`config.mk`:
```
export PLATFORM = sky130hd
export DESIGN_NAME = fpu_issue
export DESIGN_NICKNAME = d
export VERILOG_FILES = /design/src/rtl/fpu_issue.sv
export SDC_FILE = /design/constraint.sdc
export NUM_CORES = 1
export LEC_CHECK = 0
export ABC_AREA = 1
export CAP_MARGIN = 20
export CORE_MARGIN = 3
export CORE_UTILIZATION = 40
export DETAILED_ROUTE_END_ITERATION = 16
export PLACE_DENSITY = 0.76
export SETUP_SLACK_MARGIN = 0.15
export SYNTH_ARGS = -nofsm -noshare
export SYNTH_HDL_FRONTEND = slang
export SYNTH_SLANG_ARGS = --single-unit
```
`constraint.sdc`:
```
create_clock -name clk -period 1.3 [get_ports clk]
set_input_delay 0.195 -clock clk [delete_from_list [all_inputs] [get_ports clk]]
set_output_delay 0.195 -clock clk [all_outputs]
set_load 0.02 [all_outputs]
```
`src/rtl/fpu_issue.sv`:
```
// fpu_issue: issue/retire controller sitting between the integer pipeline and
// the FPU cluster. Requests are turned into one-cycle one-hot opcode pulses,
// and each in-flight op reserves the retire slot matching its latency so that
// at most one FPU result is due in any cycle.
module fpu_issue #(
    parameter int TAG_W    = 5,
    parameter int SLOT_N   = 8,
    parameter int LAT_ADD  = 3,
    parameter int LAT_SUB  = 3,
    parameter int LAT_MUL  = 3,
    parameter int LAT_DIV  = 6,
    parameter int LAT_SQRT = 3,
    parameter int LAT_FTOI = 1,
    parameter int LAT_ITOF = 2,
    parameter int LAT_FABS = 1
) (
    input  logic             clk,
    input  logic             rstn,
    input  logic             req_valid,
    output logic             req_ready,
    input  logic [2:0]       req_op,
    input  logic [31:0]      req_x1,
    input  logic [31:0]      req_x2,
    input  logic [TAG_W-1:0] req_tag,
    input  logic             flush,
    output logic [7:0]       fpu_opcode,
    output logic [31:0]      fpu_x1,
    output logic [31:0]      fpu_x2,
    input  logic [31:0]      fpu_y,
    input  logic             fpu_valid,
    output logic             resp_valid,
    output logic [31:0]      resp_y,
    output logic [TAG_W-1:0] resp_tag,
    output logic             resp_err,
    output logic             busy
);

    localparam int IDX_W = (SLOT_N > 1) ? $clog2(SLOT_N) : 1;

    // Result latency of each opcode, used as the retire-slot index.
    function automatic logic [IDX_W-1:0] lat_of(input logic [2:0] op);
        logic [IDX_W-1:0] l;
        case (op)
            3'd0:    l = IDX_W'(LAT_ADD);
            3'd1:    l = IDX_W'(LAT_SUB);
            3'd2:    l = IDX_W'(LAT_MUL);
            3'd3:    l = IDX_W'(LAT_DIV);
            3'd4:    l = IDX_W'(LAT_SQRT);
            3'd5:    l = IDX_W'(LAT_FTOI);
            3'd6:    l = IDX_W'(LAT_ITOF);
            default: l = IDX_W'(LAT_FABS);
        endcase
        return l;
    endfunction

    logic [SLOT_N-1:0] pend_v_q, pend_v_d;
    logic [TAG_W-1:0]  pend_tag_q [SLOT_N];
    logic [TAG_W-1:0]  pend_tag_d [SLOT_N];

    logic [7:0]        opcode_q;
    logic [31:0]       x1_q, x2_q;
    logic              resp_valid_q, resp_err_q;
    logic [31:0]       resp_y_q;
    logic [TAG_W-1:0]  resp_tag_q;

    logic [IDX_W-1:0]  req_lat;
    logic [IDX_W-1:0]  chk_idx;
    logic              accept;
    logic              retire;

    // The slot checked is one above the target because the register shifts
    // down on the same edge that the new entry is written.
    assign req_lat   = lat_of(req_op);
    assign chk_idx   = req_lat + IDX_W'(1);
    assign req_ready = !flush && !pend_v_q[chk_idx];
    assign accept    = req_valid && req_ready;
    // A flush in the due cycle drops the result instead of retiring it.
    assign retire    = pend_v_q[0] && !flush;

    // Next slot state: shift toward slot 0, insert the accepted op, flush clears all.
    always_comb begin
        pend_v_d = '0;
        for (int k = 0; k < SLOT_N; k++) begin
            pend_tag_d[k] = pend_tag_q[k];
        end
        for (int k = 0; k < SLOT_N - 1; k++) begin
            pend_v_d[k]   = pend_v_q[k+1];
            pend_tag_d[k] = pend_tag_q[k+1];
        end
        if (accept) begin
            pend_v_d[req_lat]   = 1'b1;
            pend_tag_d[req_lat] = req_tag;
        end
        if (flush) begin
            pend_v_d = '0;
        end
    end

    // Retire-slot registers.
    always_ff @(posedge clk or negedge rstn) begin
        if (!rstn) begin
            pend_v_q <= '0;
            for (int k = 0; k < SLOT_N; k++) begin
                pend_tag_q[k] <= '0;
            end
        end else begin
            pend_v_q <= pend_v_d;
            for (int k = 0; k < SLOT_N; k++) begin
                pend_tag_q[k] <= pend_tag_d[k];
            end
        end
    end

    // Issue side: one-cycle one-hot opcode per accept, operands held between issues.
    always_ff @(posedge clk or negedge rstn) begin
        if (!rstn) begin
            opcode_q <= '0;
            x1_q     <= '0;
            x2_q     <= '0;
        end else begin
            opcode_q <= accept ? (8'd1 << req_op) : 8'd0;
            if (accept) begin
                x1_q <= req_x1;
                x2_q <= req_x2;
            end
        end
    end

    // Retire side: capture the FPU result in the cycle slot 0 says it is due.
    always_ff @(posedge clk or negedge rstn) begin
        if (!rstn) begin
            resp_valid_q <= 1'b0;
            resp_y_q     <= '0;
            resp_tag_q   <= '0;
            resp_err_q   <= 1'b0;
        end else begin
            resp_valid_q <= retire;
            if (retire) begin
                resp_y_q   <= fpu_y;
                resp_tag_q <= pend_tag_q[0];
                resp_err_q <= !fpu_valid;
            end
        end
    end

    assign fpu_opcode = opcode_q;
    assign fpu_x1     = x1_q;
    assign fpu_x2     = x2_q;
    assign resp_valid = resp_valid_q;
    assign resp_y     = resp_y_q;
    assign resp_tag   = resp_tag_q;
    assign resp_err   = resp_err_q;
    assign busy       = (|pend_v_q) || (|opcode_q);

endmodule

```
After elaboration in Yosys (flattened, before gate mapping)
Index checks and enable logic that the tools add are counted.
{"block": "totals", "regBits": 159, "input_bits": 109, "out_inout_bits": 113, "word_cells": 55}
{"block": "op_classes", "add_sub_neg": 1, "magnitude_cmp": 5, "eq_ne": 5, "shifts": 1, "muxes": 12, "bitwise_logic": 2, "n_reduce_logical": 13}
{"cell": "40-bit bitwise mux", "n": 1}
{"cell": "40-bit two-way mux", "n": 1}
{"cell": "8-bit two-way mux", "n": 3}
{"cell": "8-bit OR reduction", "n": 2}
{"cell": "5-bit demux with 3-bit select", "n": 1}
{"cell": "3-bit case mux with 3 select lines", "n": 1}
{"cell": "3-bit by 4-bit < comparator with 1-bit output, second input constant", "n": 2}
{"cell": "7-bit by 8-bit bitwise OR with 8-bit output", "n": 1}
{"cell": "1-bit by 3-bit << shifter with 8-bit output, first input constant", "n": 1}
{"cell": "3-bit by 2-bit equality test with 1-bit output, second input constant", "n": 2}
{"cell": "3-bit equality test, second input constant", "n": 2}
{"cell": "1-bit logical AND", "n": 5}
{"cell": "5-bit two-way mux", "n": 1}
{"cell": "4-bit greater-or-equal comparator, second input constant", "n": 1}
{"cell": "4-bit by 1-bit < comparator with 1-bit output, second input constant", "n": 1}
{"cell": "3-bit NOT with 4-bit output", "n": 1}
{"cell": "4-bit OR reduction", "n": 1}
{"cell": "3-bit by 1-bit adder with 3-bit output, second input constant", "n": 1}
{"cell": "1-bit binary-select mux with 3-bit select", "n": 1}
{"cell": "1-bit demux with 3-bit select", "n": 1}
{"cell": "3-bit by 1-bit equality test with 1-bit output, second input constant", "n": 1}
{"cell": "3-bit by 1-bit greater-or-equal comparator with 1-bit output, second input constant", "n": 1}
{"cell": "1-bit logical NOT", "n": 3}
{"cell": "3-bit logical NOT", "n": 1}
{"cell": "2 further kinds", "n": 3}

Longest topological paths before layout
Gate-level depths: netlist of the first run.
{"block": "depth", "depth_word": 11, "mapped_depth": 11}

Worst setup path after synthesis of the first run
OpenSTA, ideal clock, no wires.
{"block": "synth_timing", "path_kind": "flip-flop to flip-flop", "start": "register pend_v_q[2]", "end": "register x1_q[0] (netlist: fpu_x1[0])", "setup_time_ns": 0.117, "t_arrival_ns": 1.246, "t_required_ns": 1.183, "path_slack_ns": -0.063, "stages_incl_launch_ff": 11, "period_less_slack_ns": 1.363, "path_cell_list": "dfrtp_1 inv_1 nor2_1 nor2_1 nand2_1 a21oi_4 nand2_2 buf_6 buf_6 nand2_1 nand2_1"}
{"block": "synth_via", "elab_chain_len": 5}
{"element": "from (decl)", "line": "56", "rtl": "logic [SLOT_N-1:0] pend_v_q, pend_v_d;"}
{"element": "from (signal assigned)", "line": "107", "rtl": "pend_v_q <= pend_v_d;"}
{"element": "1-bit binary-select mux with 3-bit select", "line": "75", "rtl": "assign req_ready = !flush && !pend_v_q[chk_idx];"}
{"element": "1-bit two-way mux (not written as such)", "line": "75"}
{"element": "1-bit logical NOT", "line": "75"}
{"element": "1-bit logical AND", "line": "75"}
{"element": "1-bit logical AND", "line": "76", "rtl": "assign accept = req_valid && req_ready;"}
{"element": "to (signal assigned)", "line": "123", "rtl": "x1_q <= req_x1;"}
{"element": "to (decl)", "line": "61", "rtl": "logic [31:0] x1_q, x2_q;"}
Every way passes these cells. The select of a mux whose other input is x is not followed.
A chain may end at the register's enable or synchronous reset.

Worst setup path after layout of the first run
{"block": "layout_timing", "start": "register pend_v_q[7]", "end": "register x2_q[1] (netlist: fpu_x2[1])"}
{"block": "layout_via", "elab_chain_len": 5}
{"element": "1-bit binary-select mux with 3-bit select", "line": "75"}
{"element": "1-bit two-way mux (not written as such)", "line": "75"}
{"element": "1-bit logical NOT", "line": "75"}
{"element": "1-bit logical AND", "line": "75"}
{"element": "1-bit logical AND", "line": "76"}
{"element": "to (signal assigned)", "line": "124", "rtl": "x2_q <= req_x2;"}
{"element": "to (decl)", "line": "61"}
Every way passes these cells. The select of a mux whose other input is x is not followed.

==> results.sh, run 1 <==
export IMPL_status="finished, violations left"
export IMPL_violations="setup timing"
export IMPL_skew_ns=0.0104
export IMPL_yosys_area_top_type="dfrtp_1"
export IMPL_crit_type="reg -> reg"
export IMPL_grt_max_degree=40
export IMPL_yosysWarnings=0
export IMPL_hold_viol_final=0
export IMPL_synth_ff_type="dfrtp_1"
export IMPL_layout_drive_gt1_share_pct=46.3
export IMPL_worstPathRequired_ns=1.60
export IMPL_final_setup_viol_count=92
export IMPL_synth_most_common_cell="nand2_1"
export IMPL_cts_buffer_depth=2
export IMPL_met3WireLength_um=1470
export IMPL_drt_wl_total_um=22300
export IMPL_die_area_sq_um=17000
export IMPL_dr_max_layer_used="met4"
export IMPL_leakagePower_uw=0.00594
export IMPL_yosysUniqueCellTypes=22
export IMPL_synth_edff_count=0
export IMPL_synth_cells=672
export IMPL_antenna_found_initial=0
export IMPL_yosysSeqAreaShare_pct=64.2
export IMPL_cap_violations=0
export IMPL_vias_per_cell=5.02
export IMPL_dr_first_iter_drc_count=339
export IMPL_endpoint_kind="register"
export IMPL_pin_count=222
export IMPL_crit_end="fpu_x2[1]$_DFFE_PN0N_"
export IMPL_synth_common_cells="302 x nand2_1, 159 x dfrtp_1, 81 x nand3_1, 40 x clkbuf_1, 19 x inv_1"
export IMPL_synth_area_sq_um=6190
export IMPL_multi_input_area_sq_um=2630
export IMPL_fin_nets=1132
export IMPL_vias=6119
export IMPL_yosysTopAreaCellShare_pct=64.2
export IMPL_arrival_ns=2.02
export IMPL_gr_total_overflow=0
export IMPL_grt_pass1_vias=5960
export IMPL_period_share_pct=132
export IMPL_rsz0062_at_grt="yes"
export IMPL_cts_tree="yes"
export IMPL_crit_path_start_kind="register"
export IMPL_drc=0
export IMPL_die_width_um=130
export IMPL_wl_met2_um=11300
export IMPL_cts_root_buf="clkbuf_16"
export IMPL_dr_pass1_iters=5
export IMPL_powerDensity_nw_per_um2=1440
export IMPL_timing_fmax_mhz=583
export IMPL_clock_latency_ns=0.42
export IMPL_regArea_sq_um=3990
export IMPL_synthTopCellsByArea="dfrtp_1 64%, nand2_1 18%, nand3_1 6.5%, clkbuf_1 2.4%, inv_1 1.2%"
export IMPL_diodes=0
export IMPL_r2r_end="fpu_x2[1]$_DFFE_PN0N_"
export IMPL_area_growth_pct=87.8
export IMPL_final_max_slew_viol_count=0
export IMPL_dieHeight_um=130
export IMPL_clock_sinks=159
export IMPL_htreeDepth=4
export IMPL_place_ws_ns=-0.968
export IMPL_core_sq_um=14900
export IMPL_wire_per_inst_um=18.3
export IMPL_p_total_uw=16700
export IMPL_postSynthAreaPerCell_sq_um=9.22
export IMPL_ys_seq_elements=159
export IMPL_clk_pin_slew_ns=0.06
export IMPL_wl_met1_um=8500
export IMPL_worst_slack_ns=-0.416
export IMPL_period_needed_ns=1.72
export IMPL_dp_final_hpwl_um=11500
export IMPL_num_rows=44
export IMPL_startpoint="pend_v_q[7]$_DFF_PN0_"
export IMPL_crit_fanout=7
export IMPL_start_util_pct=41.7
export IMPL_globalplace_congestion=0.852
export IMPL_grtUsageTotal_pct=24.0
export IMPL_reg2reg_depth=11
export IMPL_vdd_drop_max_uv=889
export IMPL_regToRegStartpoint="pend_v_q[7]$_DFF_PN0_"
export IMPL_min_path_type="in -> async"
export IMPL_synthesis_nets=781
export IMPL_drtAntennaViolNets=0
export IMPL_grt_first_pass_wirelength_um=31400
export IMPL_fillers=856
export IMPL_io_buffers=221
export IMPL_ff2ff_setup_slack_ns=-0.42
export IMPL_cts_buffers=17
export IMPL_async_flop_share_pct=100
-- power by group --
group	internal, uW	total, uW	switching, uW
logic	3180	5860	2670
registers	5670	6220	553
clock network	2760	4670	1910
total	11600	16700	5130
-- cells in the final DEF, fill, tap and decap left out, types with 2 or more instances in the layout --
| cell type | synthesis | routed |
|---|---|---|
| clkinv_2 | 0 | 5 |
| clkbuf_16 | 0 | 17 |
| nand3_2 | 0 | 16 |
| nor2_1 | 8 | 6 |
| buf_4 | 6 | 120 |
| o21ai_0 | 11 | 11 |
| buf_16 | 0 | 13 |
| buf_12 | 0 | 18 |
| buf_6 | 6 | 124 |
| nor3_4 | 0 | 5 |
| nand3_1 | 81 | 64 |
| inv_2 | 1 | 3 |
| nand4_1 | 9 | 9 |
| clkbuf_8 | 0 | 3 |
| clkbuf_1 | 40 | 4 |
| mux2_2 | 5 | 5 |
| dlygate4sd2_1 | 0 | 4 |
| clkdlybuf4s50_1 | 0 | 102 |
| buf_2 | 5 | 2 |
| dfrtp_1 | 159 | 154 |
| dfrtp_2 | 0 | 5 |
| buf_8 | 0 | 5 |
| nand2_4 | 0 | 52 |
| a21oi_1 | 3 | 2 |
| inv_1 | 19 | 17 |
| nor2_2 | 0 | 2 |
| nand2_2 | 2 | 73 |
| nor4_2 | 0 | 3 |
| nand2_1 | 302 | 178 |
| nand2_8 | 0 | 2 |
-- per-stage QoR --
| stage | instances | hold slack, ns | setup TNS [ns] | util (%) | instance area [sq um] |
|---|---|---|---|---|---|
| finish | 1219 | 0.251 | -30.88 | 78.3 | 11600 |
| global placement | 1060 | 0.115 | -88.21 | 59.2 | 8800 |
| CTS | 1179 | 0.226 | -25.30 | 73.1 | 10900 |
| floorplan | 672 | -0.101 | -2.56 | - | 6240 |
| global route | 1219 | 0.262 | -37.11 | 78.3 | 11600 |
| detailed placement | 1060 | 0.114 | -95.65 | 59.2 | 8800 |
-- how the worst min path moves through the flow --
stage                     depth (start not counted)  slack [ns]  startpoint                    endpoint
final                                             2        0.25        rstn      fpu_x2[31]$_DFFE_PN0N_
after global routing                              2        0.26        rstn      fpu_x2[18]$_DFFE_PN0N_
after CTS                                         3        0.23   req_op[1]     fpu_opcode[7]$_DFF_PN0_
after detailed placement                          1        0.11        rstn      fpu_x2[18]$_DFFE_PN0N_
after global placement                            1        0.11        rstn      fpu_x2[31]$_DFFE_PN0N_
after floorplan                                   0       -0.10        rstn  asynchronous set/reset pin
-- worst max-delay path, stage by stage (launching register included) --
cell and delay, ns:
dfrtp_1 0.40, inv_1 0.09, nand2_1 0.07, nand3_1 0.09, nand2_2 0.08, a21oi_4 0.18
buf_6 0.18, nand2_8 0.09, buf_6 0.16, buf_16 0.14, nand2_2 0.06, nand2_1 0.07
-- cell type report --
cell class,instances,share of cell area (%)
Clock inverter,7,0.538
Timing Repair Buffer,389,35.8
Clock buffer,24,4.14
Tap cell,184,1.98
Sequential cell,159,34.2
Inverter,21,0.677
Multi-Input combinational cell,435,22.6
-- layer usage --
layer  track usage [%]  up-vias
met4              10.6        0
met3              5.93       72
met5                 0        -
li1                  -     2819
met1              29.4     2957
met2              40.5      271
-- state kept, by name, summed over array words and instances (netlist names), named ones only --
register    flops
fpu_opcode      8
resp_valid      1
resp_y         32
pend_tag_q     35
pend_v_q        8
fpu_x2         32
fpu_x1         32
resp_err        1
resp_tag        5
-- cell families (layout without fill, tap and decap cells) --
| family | count (synthesis) | count (layout) | share of synthesized area (%) |
|---|---|---|---|
| other cells | 1 | 1 | 0.0605 |
| buf+inv | 79 | 441 | 5.98 |
| mux | 5 | 5 | 0.909 |
| flops | 159 | 159 | 64.2 |
| simple gates | 412 | 413 | 27.3 |
| compound gates | 16 | 16 | 1.49 |
-- timing repair --
action                                 4_1_cts  5_1_grt
pin swaps                                   15       13
cloned                                      15        0
setup endpoints to repair                  246      209
buffers inserted                            72       40
endpoints found under the hold margin       89        0
gates resized for setup                    820      124
hold buffers                                 1        0
Note: power is estimated with default switching activity, not from simulation.
==> run 2, diff against run 1 <==
CORE_ASPECT_RATIO = 1.2   (was not set)
CORE_UTILIZATION = 27   (was 40)
PLACE_DENSITY = not set   (was 0.76)
==> run 2 against run 1 <==
  * The run still ends with setup timing left
  * Die area is 46% higher
  * Via count fell by 11%
  * Final cell count rose by 2.9%
  * First-iteration DRC count fell by 26%
  * Non-clock buffer count decreased by 61
  * Clock skew is 0.0024 ns lower
  * Maximum frequency up 3.1%
  * Sequential power down 0.6%
  * Setup slack improved by 0.051 ns
  * Register-to-register slack better by 0.05 ns
  * Count of clock-buffer cells in the layout down 6
  * Critical endpoint is now fpu_x2[15]$_DFFE_PN0N_
==> results.sh, run 2 (synthesized netlist as in run 1, its figures left out) <==
export IMPL_period_needed_ns=1.66
export IMPL_place_ws_ns=-0.988
export IMPL_grt_first_pass_wirelength_um=28200
export IMPL_clock_sinks=159
export IMPL_io_buffers=221
export IMPL_rsz0062_at_grt="yes"
export IMPL_clock_latency_ns=0.41
export IMPL_fillers=2076
export IMPL_htreeDepth=4
export IMPL_multi_input_area_sq_um=2200
export IMPL_worstPathRequired_ns=1.66
export IMPL_drtAntennaViolNets=0
export IMPL_largest_register="pend_tag_q"
export IMPL_pin_count=222
export IMPL_min_path_type="in -> async"
export IMPL_fin_nets=1071
export IMPL_die_area_sq_um=24800
export IMPL_period_share_pct=128
export IMPL_globalplace_congestion=0.784
export IMPL_drt_wl_total_um=19700
export IMPL_vias=5469
export IMPL_final_setup_viol_count=92
export IMPL_gr_total_overflow=0
export IMPL_diodes=0
export IMPL_status="finished, violations left"
export IMPL_die_width_um=144
export IMPL_area_growth_pct=74.0
export IMPL_cts_tree="yes"
export IMPL_antenna_found_initial=0
export IMPL_layout_drive_gt1_share_pct=33.6
export IMPL_dp_final_hpwl_um=11900
export IMPL_grt_pass1_vias=5150
export IMPL_powerDensity_nw_per_um2=1460
export IMPL_cts_buffers=17
export IMPL_grt_max_degree=61
export IMPL_final_max_slew_viol_count=0
export IMPL_num_rows=60
export IMPL_grtUsageTotal_pct=14.8
export IMPL_violations="setup timing"
export IMPL_core_sq_um=22500
export IMPL_largest_reg_flops=35
export IMPL_cts_root_buf="clkbuf_16"
export IMPL_crit_path_start_kind="register"
export IMPL_dr_first_iter_drc_count=252
export IMPL_layout_commonest_cell="nand2_1"
export IMPL_cap_violations=0
export IMPL_whs_ns=0.226
export IMPL_worst_slack_ns=-0.365
export IMPL_skew_ns=0.00798
export IMPL_crit_fanout=10
export IMPL_clk_pin_slew_ns=0.07
export IMPL_start_util_pct=27.5
export IMPL_endpoint_kind="register"
export IMPL_layout_common_cells="255 x nand2_1, 156 x dfrtp_1, 124 x buf_6, 102 x clkdlybuf4s50_1, 80 x nand3_1"
export IMPL_dieHeight_um=172
export IMPL_wire_per_inst_um=15.7
export IMPL_vias_per_cell=4.36
export IMPL_arrival_ns=2.02
export IMPL_timing_fmax_mhz=601
export IMPL_hold_viol_final=0
export IMPL_cts_buffer_depth=2
export IMPL_regArea_sq_um=3980
export IMPL_drc=0
export IMPL_crit_type="reg -> reg"
export IMPL_leakagePower_uw=0.00554
export IMPL_dr_pass1_iters=4
export IMPL_vdd_drop_max_uv=818
run 2: cell types whose count changed in the layout (fill, tap and decap cells not counted), sizes merged:
cell          delta
buf             -67
bufbuf           +4
bufinv           -1
clkbuf           -4
dlygate4sd2      -1
dlymetal6s2s     +1
inv              +8
run 2: layer usage:
metal / vias up / GRT usage [%] / part of all wire, %
met4: 0 / 5.84 / 2.2
met2: 142 / 24.3 / 51
li1: 2707 / - / -
met5: - / 0 / 0
met3: 19 / 3.43 / 4.6
met1: 2601 / 18.8 / 42
run 2: worst paths after layout:
path	depth (start not counted)	endpoint	from	slack, ns
max	10	fpu_x2[15]$_DFFE_PN0N_	pend_v_q[7]$_DFF_PN0_	-0.36
min	2	fpu_x2[13]$_DFFE_PN0N_	rstn	0.23
max reg2reg	10	fpu_x2[15]$_DFFE_PN0N_	pend_v_q[7]$_DFF_PN0_	-0.36
min reg2reg	0	pend_tag_q[36]$_DFF_PN0_	pend_tag_q[31]$_DFF_PN0_	0.35
max in group asynchronous	3	fpu_opcode[1]$_DFF_PN0_	rstn	0.51
min in group clk	3	fpu_opcode[7]$_DFF_PN0_	req_op[1]	0.26
run 2: final cells by class:
type / instances / area share [%]
clock buffer: 18 / 4.08
clock inverter: 14 / 1.13
inverter: 21 / 0.731
multi-input combinational: 435 / 20.4
sequential: 159 / 37.0
tap: 279 / 3.24
timing repair buffer: 328 / 33.5
run 2: worst max-delay path, stage by stage, from the launching register on:
cell	delay, ns
dfrtp_1	0.40
inv_2	0.06
nand2_1	0.06
nand3_2	0.07
nand2_2	0.07
a21oi_4	0.19
buf_4	0.17
buf_8	0.15
bufbuf_16	0.29
nand3_1	0.07
nand2_1	0.08
run 2: power by group:
| part | total [uW] | internal, uW | leakage (uW) | switching [uW] |
|---|---|---|---|---|
| Sequential | 6180 | 5660 | 0.00207 | 524 |
| Combinational | 4830 | 2580 | 0.00320 | 2260 |
| Clock | 4720 | 2570 | 0.000278 | 2160 |
| Total | 15700 | 10800 | 0.00554 | 4940 |
run 2: metrics by stage:
stage	setup TNS (ns)	total power (uW)	util (%)	area, sq um	instances
after detailed placement	-98.64	9960	39.6	8920	1157
after CTS	-59.72	15100	44.4	10000	1208
after global placement	-96.43	9900	39.6	8920	1157
final	-27.66	15700	47.9	10800	1254
after global routing	-37.43	16500	47.9	10800	1254
after floorplan	-2.56	7760	-	6240	672
run 2: timing repair:
item | 4_1_cts | 5_1_grt
buffers inserted | 6 | 45
hold endpoints to repair | 159 | 0
hold buffers | 1 | 0
gates resized for setup | 136 | 547
gates cloned | 12 | 1
pin swaps | 3 | 1
setup endpoints to repair | 246 | 248
==> run 3, diff against run 2 <==
SKIP_LAST_GASP = 1   (was not set)
==> run 3 against run 2 <==
  * The flow still finishes with violations (setup timing)
  * Worst hold slack better by 0.00093 ns
  * Routed wire length up 0.19%
  * Flip-flop and latch count is the same
  * Non-clock buffer count grew 3
  * Setup slack worse by 0.079 ns
  * First-iteration DRC count down 3.6%
  * Critical path type unchanged
  * Register-to-register slack got worse by 0.08 ns
  * Maximum frequency is 4.5% lower
  * Die area unchanged
  * Total power rose by 0.58%
  * Sequential share of layout area is 0.23 points lower
  * Clock skew is 0.00069 ns higher
==> results.sh, run 3 (synthesized netlist as in run 1, its figures left out) <==
export IMPL_timing_fmax_mhz=573
export IMPL_vias_per_cell=4.35
export IMPL_cts_root_buf="clkbuf_16"
export IMPL_crit_path_start_kind="register"
export IMPL_area_growth_pct=75.1
export IMPL_worstPathRequired_ns=1.61
export IMPL_arrival_ns=2.05
export IMPL_regArea_sq_um=3980
export IMPL_core_sq_um=22500
export IMPL_final_max_slew_viol_count=0
export IMPL_gr_total_overflow=0
export IMPL_cts_buffer_depth=2
export IMPL_period_needed_ns=1.74
export IMPL_fillers=2071
export IMPL_p_total_uw=15800
export IMPL_min_path_type="in -> async"
export IMPL_layout_drive_gt1_share_pct=35.7
export IMPL_rsz0062_at_grt="yes"
export IMPL_endpoint_kind="register"
export IMPL_clock_sinks=159
export IMPL_largest_reg_flops=35
export IMPL_final_setup_viol_count=92
export IMPL_path_cells="inv_2, nor2_2, nor2_2, nand2_2, a21oi_4, buf_6, nand2_8, buf_6, buf_16, nand2_2, nand2_1"
export IMPL_htreeDepth=4
export IMPL_cts_tree="yes"
export IMPL_violations="setup timing"
export IMPL_layout_common_cells="236 x nand2_1, 156 x dfrtp_1, 119 x buf_6, 102 x clkdlybuf4s50_1, 80 x nand3_1"
export IMPL_die_width_um=144
export IMPL_powerDensity_nw_per_um2=1460
export IMPL_dr_pass1_iters=5
export IMPL_pin_count=222
export IMPL_drc=0
export IMPL_cts_buffers=17
export IMPL_num_rows=60
export IMPL_wire_per_inst_um=15.7
export IMPL_cap_violations=0
export IMPL_vias=5468
export IMPL_grt_pass1_vias=5159
export IMPL_clock_latency_ns=0.42
export IMPL_grt_max_degree=61
export IMPL_fin_nets=1074
export IMPL_start_util_pct=27.5
export IMPL_leakagePower_uw=0.00555
export IMPL_status="finished, violations left"
export IMPL_layout_commonest_cell="nand2_1"
export IMPL_antenna_found_initial=0
export IMPL_diodes=0
export IMPL_period_share_pct=134
export IMPL_multi_input_area_sq_um=2290
export IMPL_drt_wl_total_um=19700
export IMPL_die_area_sq_um=24800
export IMPL_dp_final_hpwl_um=11900
export IMPL_globalplace_congestion=0.784
export IMPL_cp_slowest_cell="dfrtp_1"
export IMPL_crit_fanout=6
export IMPL_vdd_drop_max_uv=815
export IMPL_hold_viol_final=0
export IMPL_clk_pin_slew_ns=0.07
export IMPL_grtUsageTotal_pct=14.7
export IMPL_grt_first_pass_wirelength_um=28100
export IMPL_max_stage_delay_ns=0.38
export IMPL_dr_first_iter_drc_count=243
export IMPL_skew_ns=0.00866
export IMPL_largest_register="pend_tag_q"
export IMPL_drtAntennaViolNets=0
export IMPL_dieHeight_um=172
export IMPL_io_buffers=221
export IMPL_worst_slack_ns=-0.444
export IMPL_fin_setup_tns_ns=-32.77
export IMPL_crit_type="reg -> reg"
run 3: changes by cell type in the layout (fill, tap and decap cells not counted), moves of 5 or more:
cell     change
buf_4        +5
nand2_4      +8
buf_6        -5
nand2_2     +11
nand2_1     -19
run 3: per-layer routing:
metal / wire length (um) / share of wire, % / vias up / GRT usage (%)
met1: 8330 / 42 / 2600 / 18.7
met5: 0 / 0 / - / 0
li1: - / - / 2708 / -
met4: 519 / 2.6 / 0 / 6.04
met2: 9980 / 51 / 135 / 24.2
met3: 888 / 4.5 / 25 / 3.46
run 3: per-stage QoR:
stage | util, % | cell area (sq um) | std cells | hold slack (ns) | setup WS, ns
floorplan | - | 6240 | 672 | -0.101 | -0.0521
global placement | 39.6 | 8920 | 1157 | 0.0928 | -0.973
detailed placement | 39.6 | 8920 | 1157 | 0.0948 | -0.988
CTS | 44.3 | 9970 | 1208 | 0.206 | -0.421
global route | 48.2 | 10800 | 1257 | 0.230 | -0.541
finish | 48.2 | 10800 | 1257 | 0.227 | -0.444
run 3: what timing repair did:
item,in CTS,in global routing
gates cloned,12,1
hold buffers,1,0
resized for setup,36,670
endpoints found under the hold margin,159,0
setup endpoints to repair,246,248
pin swaps,3,4
setup buffers,6,48
run 3: layout make-up:
cell class / count / area share (%)
repair buffers: 331 / 33.1
clock inverters: 14 / 1.12
clock buffers: 18 / 4.05
inverters: 21 / 0.727
multi-input cells: 435 / 21.1
well taps: 279 / 3.22
flip-flops and latches: 159 / 36.7
run 3: path summary, 6_finish.rpt:
| check | slack [ns] | start | cells after the start | endpoint |
|---|---|---|---|---|
| min in group clk | 0.26 | req_op[1] | 3 | fpu_opcode[7]$_DFF_PN0_ |
| setup reg to reg | -0.44 | pend_v_q[2]$_DFF_PN0_ | 11 | fpu_x1[6]$_DFFE_PN0N_ |
| hold reg to reg | 0.35 | pend_tag_q[31]$_DFF_PN0_ | 0 | pend_tag_q[36]$_DFF_PN0_ |
| setup / recovery | -0.44 | pend_v_q[2]$_DFF_PN0_ | 11 | fpu_x1[6]$_DFFE_PN0N_ |
| hold / removal | 0.23 | rstn | 2 | fpu_x2[13]$_DFFE_PN0N_ |
| max in group asynchronous | 0.51 | rstn | 3 | fpu_opcode[1]$_DFF_PN0_ |
run 3: power breakdown:
| group | switching, uW | internal, uW |
|---|---|---|
| clock network | 2160 | 2570 |
| logic | 2290 | 2610 |
| registers | 537 | 5660 |
run 3: critical path, delay by kind of cell, from the launching register on:
kind            cells  cell delay (ns)
simple gates        6             0.48
compound gates      1             0.21
flops               1             0.38
buf+inv             4             0.58
